**config.mk**
```make
export PLATFORM = sky130hd
export DESIGN_NAME = inert_intf
export DESIGN_NICKNAME = d
export VERILOG_FILES = /design/src/rtl/inert_intf.sv
export SDC_FILE = /design/constraint.sdc
export NUM_CORES = 1
export LEC_CHECK = 0
export CORE_MARGIN = 1
export CORE_UTILIZATION = 56
export CTS_BUF_LIST = sky130_fd_sc_hd__clkbuf_4 sky130_fd_sc_hd__clkbuf_8
export DETAILED_ROUTE_END_ITERATION = 8
export MAX_ROUTING_LAYER = met4
export PLACE_DENSITY = 0.95
export SLEW_MARGIN = 20
export SYNTH_ARGS = -nofsm -noshare
export SYNTH_HDL_FRONTEND = slang
export SYNTH_SLANG_ARGS = --single-unit
```
**constraint.sdc**
```tcl
create_clock -name clk -period 3.2 [get_ports clk]
set_input_delay 0.64 -clock clk [delete_from_list [all_inputs] [get_ports clk]]
set_output_delay 0.64 -clock clk [all_outputs]
set_load 0.01 [all_outputs]
```
**src/rtl/inert_intf.sv**
```systemverilog
// Inertial front end: waits for NEMO power-up, writes its four configuration
// registers over SPI, then reads the 16-bit yaw rate on every data-ready interrupt.
module inert_intf #(
   parameter bit FAST_SIM = 1'b0
) (
   input  logic        clk,
   input  logic        rst,
   input  logic        INT,
   input  logic        done,
   input  logic [15:0] rd_data,
   output logic        wrt,
   output logic [15:0] cmd,
   output logic        setup_done,
   output logic [15:0] yaw_rt,
   output logic        vld
);

   typedef enum logic [2:0] {
      INIT_WAIT, CFG_INT, CFG_ACC, CFG_GYR, CFG_RND, WAIT_INT, RD_L, RD_H
   } state_t;

   state_t      r_state;
   logic [15:0] r_timer;
   logic        r_int_ff1;
   logic        r_int_ff2;
   logic        r_issue;      // launch this state's command on the next clock
   logic        r_armed;      // a wrt is outstanding, so the next done belongs to it
   logic [7:0]  r_low_hold;
   logic        r_wrt;
   logic [15:0] r_cmd;
   logic        r_setup_done;
   logic [15:0] r_yaw_rt;
   logic        r_vld;

   logic        w_term;
   logic        w_done_ok;
   logic        w_unused;

   function automatic logic [15:0] cmd_for(input state_t s);
      case (s)
         CFG_INT: cmd_for = 16'h0D02;
         CFG_ACC: cmd_for = 16'h1053;
         CFG_GYR: cmd_for = 16'h1150;
         CFG_RND: cmd_for = 16'h1460;
         RD_L:    cmd_for = 16'hA600;
         RD_H:    cmd_for = 16'hA700;
         default: cmd_for = 16'h0000;
      endcase
   endfunction

   assign w_term    = FAST_SIM ? (&r_timer[9:0]) : (&r_timer);
   assign w_done_ok = done & r_armed;
   assign w_unused  = ^rd_data[15:8];

   always_ff @(posedge clk) begin
      if (rst) begin
         r_state      <= INIT_WAIT;
         r_timer      <= 16'h0000;
         r_int_ff1    <= 1'b0;
         r_int_ff2    <= 1'b0;
         r_issue      <= 1'b0;
         r_armed      <= 1'b0;
         r_low_hold   <= 8'h00;
         r_wrt        <= 1'b0;
         r_cmd        <= 16'h0000;
         r_setup_done <= 1'b0;
         r_yaw_rt     <= 16'h0000;
         r_vld        <= 1'b0;
      end else begin
         r_int_ff1 <= INT;
         r_int_ff2 <= r_int_ff1;
         r_wrt     <= 1'b0;
         r_vld     <= 1'b0;

         if (r_issue) begin
            r_wrt   <= 1'b1;
            r_cmd   <= cmd_for(r_state);
            r_issue <= 1'b0;
            r_armed <= 1'b1;
         end

         case (r_state)
            INIT_WAIT: begin
               r_timer <= r_timer + 16'd1;
               if (w_term) begin
                  r_state <= CFG_INT;
                  r_issue <= 1'b1;
               end
            end
            CFG_INT, CFG_ACC, CFG_GYR: begin
               if (w_done_ok) begin
                  r_armed <= 1'b0;
                  r_issue <= 1'b1;
                  r_state <= (r_state == CFG_INT) ? CFG_ACC :
                             (r_state == CFG_ACC) ? CFG_GYR : CFG_RND;
               end
            end
            CFG_RND: begin
               if (w_done_ok) begin
                  r_armed      <= 1'b0;
                  r_setup_done <= 1'b1;
                  r_state      <= WAIT_INT;
               end
            end
            WAIT_INT: begin
               // Read launches on the transition itself to keep INT-to-wrt at 3 clocks.
               if (r_int_ff2) begin
                  r_state <= RD_L;
                  r_wrt   <= 1'b1;
                  r_cmd   <= cmd_for(RD_L);
                  r_armed <= 1'b1;
               end
            end
            RD_L: begin
               if (w_done_ok) begin
                  r_armed    <= 1'b0;
                  r_low_hold <= rd_data[7:0];
                  r_issue    <= 1'b1;
                  r_state    <= RD_H;
               end
            end
            RD_H: begin
               if (w_done_ok) begin
                  r_armed  <= 1'b0;
                  r_yaw_rt <= {rd_data[7:0], r_low_hold};
                  r_vld    <= 1'b1;
                  r_state  <= WAIT_INT;
               end
            end
            default: r_state <= INIT_WAIT;
         endcase
      end
   end

   assign wrt        = r_wrt;
   assign cmd        = r_cmd;
   assign setup_done = r_setup_done;
   assign yaw_rt     = r_yaw_rt;
   assign vld        = r_vld;

endmodule
```
==> results.yml <==
route:
  wirelength_um: 5470
  vias: 2195
  ant_nets: 0
  drtIter0Drc: 180
  dr.pass1.iters: 4
  wl_per_cell_um: 14.0
  drc: 0
  routed_via_density: 5.64
floorplanning:
  num_rows: 24
  die-area_um2: 4910
  fp.coreArea_um2: 4410
  start_util_pct: 58.8
  die_h_um: 70.1
  die_w_um: 70.1
  io_pins: 55
sta:
  max_clock_freq_mhz: 488
  worstMarginPinSlew_ps: 731
  hold_viol: 0
  setup-tns-final_ps: 0
  fin_crit_sh_pct: 64.1
  fin_crit_ps: 2050
  setup_slack_ps: 1150
  slew_headroom_pct: 51.2
  grt_setup_unrepaired: "no"
  finalMaxSlewViolations: 0
  fin_skew_ps: 9.15
  setup_violations: 0
placement:
  portBuffers: 46
  place_congestion: 0.841
  post-place-ws_ps: 846
  place_inst: 374
  place_hpwl_um: 3490
synth:
  ys.warnings.count: 0
  ys_types: 42
  synth_edf_count: 0
  ys_seq_area_share_pct: 50.9
  synth.avg_cell_area_um2: 8.83
  synthArstFlopShare_pct: 0
  netlist_instances: 294
  ys_ff_latch: 66
  synthesis.nets: 315
  synth_area_um2: 2600
  synth_ff_type: "dfxtp_1"
grt:
  overflow: 0
  top_usage_layer: "met2"
  grt_pass1_vias: 2149
  track_usage_pct: 25.0
  grtUsageMet2_pct: 40.9
  grt_pass1_wl_um: 9380
  grt_util_met1_pct: 27.6
  grt_antenna_before_repair: 0
  grt_max_degree: 43
  met3_usage_pct: 9.67
clock_tree:
  numCtsBuffers: 9
  cts_max_path_buffers: 2
  clk_pin_slew_ps: 70
  post_cts_resized: 0
  insertion_delay_ps: 340
  cts_hold_buf: 0
  cts_sinks: 66
  cts_setup_buffers: 0
  cts_tree: "built"
  root_buffer: "clkbuf_8"
  htree_num_levels: 3
worst_hold_path:
  hp-class: "register to register"
  min_from: "r_low_hold[6]"
layout:
  seqCellArea_um2: 1320
  area_delta_synth_final_pct: 24.8
  final_common_cell: "dfxtp_1"
  mostFrequentLayoutCells: "dfxtp_1 (66), nand2_1 (51), clkdlybuf4s50_1 (45), a21oi_1 (34), nor2_1 (28)"
  layout.cells.non_filler: 389
  fin_nets: 354
  diodes: 0
  drive_gt1_share_pct: 7.12
  fillers: 329
  multi_input_comb_area_um2: 1170
  post-route-util_pct: 73.4
run_status:
  status: "complete, no violations"
power_and_ir_drop:
  leakage_uw: 0.00117
  cellPowerDensity_nw_per_um2: 490
  peakVddDrop_uv: 378
critical_path:
  worst_path_dominant_cell_family: "simple AND/OR/NAND/NOR gates"
  crit_start: "done"
  cp_max_fo: 8
  worst_r2r_startpoint: "r_state[2]"
  max_stage_delay_ps: 650
  cp-end-kind: "register"
  arrival_ps: 2250
  crit_chain: "clkdlybuf4s50_1, nand3_1, or3b_2, mux2i_1, nor2_1"
  crit_buf_inv: 1
  slowest_stage: "or3b_2"
  crit_required_ps: 3400
  start_kind: "input port"
  criticalPathCategory: "input port to register"
job:
  cap_viol_max_count: 0
## worst min-delay path: stages (launching register included)
cell	delay [ps]
dfxtp_1	310
nand2_1	50
a21oi_1	50
## registers in the layout (all words and copies together) (netlist names)
register / flops
yaw_rt: 16
r_int_ff1: 1
r_state: 3
r_issue: 1
r_low_hold: 8
r_int_ff2: 1
cmd: 16
wrt: 1
vld: 1
setup_done: 1
r_timer: 16
r_armed: 1
## power breakdown
part           switching [uW]  internal [uW]
combinational            21.4           18.1
clock                     290            427
sequential               4.89            826
total                     316           1270
## worst paths after layout
kind,depth (start not counted),slack (ps),endpoint
worst min-delay path,2,460,yaw_rt[6]
worst max-delay path,5,1150,r_low_hold[6]
worst min register to register,2,460,yaw_rt[6]
worst max register to register,4,1170,r_timer[14]
## metrics by stage
stage | instance area [um2] | hold slack (ps) | total power [uW]
finish | 3240 | 456 | 1590
global route | 3240 | 473 | 1640
floorplan | 2600 | 414 | 867
CTS | 3240 | 457 | 1600
detailed placement | 3030 | 429 | 887
global placement | 3030 | 428 | 886
## area by class of cell
type	instances	area share [%]
clock buffer	13	5.33
clock inverter	2	1.08
inverter	3	0.347
multi-input combinational	206	36.2
sequential	66	40.8
tap	52	2.01
timing repair buffer	47	14.3
## routing by layer
| metal | wire length [um] | share of wire (%) |
|---|---|---|
| met5 | 0 | 0 |
| met2 | 2750 | 50 |
| met3 | 405 | 7.4 |
| met4 | 127 | 2.3 |
| met1 | 2180 | 40 |
## kinds of logic after synthesis
| family | synth area share, % |
|---|---|
| mux | 3.90 |
| buf+inv | 3.95 |
| xor+xnor | 3.71 |
| compound gates | 12.7 |
| simple gates | 24.4 |
| flops | 50.9 |
| fa+ha+maj | 0.482 |
## Yosys cell counts, drive strengths merged (3+ instances only)
cell	number	area share, %
a21oi	34	6.6
a31oi	4	0.96
and2	5	1.2
and3	3	0.72
buf	7	1.7
clkbuf	12	1.8
dfxtp	66	51
inv	3	0.43
mux2i	9	3.5
nand2	51	7.4
nand3	6	1.2
nand3b	3	0.87
nand4	6	1.4
nor2	29	4.8
nor2b	7	1.7
nor3	3	1.0
o21ai	7	1.3
or4	3	0.87
xnor2	5	1.7
xor2	6	2.0
Note: power is estimated with default switching activity, not from simulation.
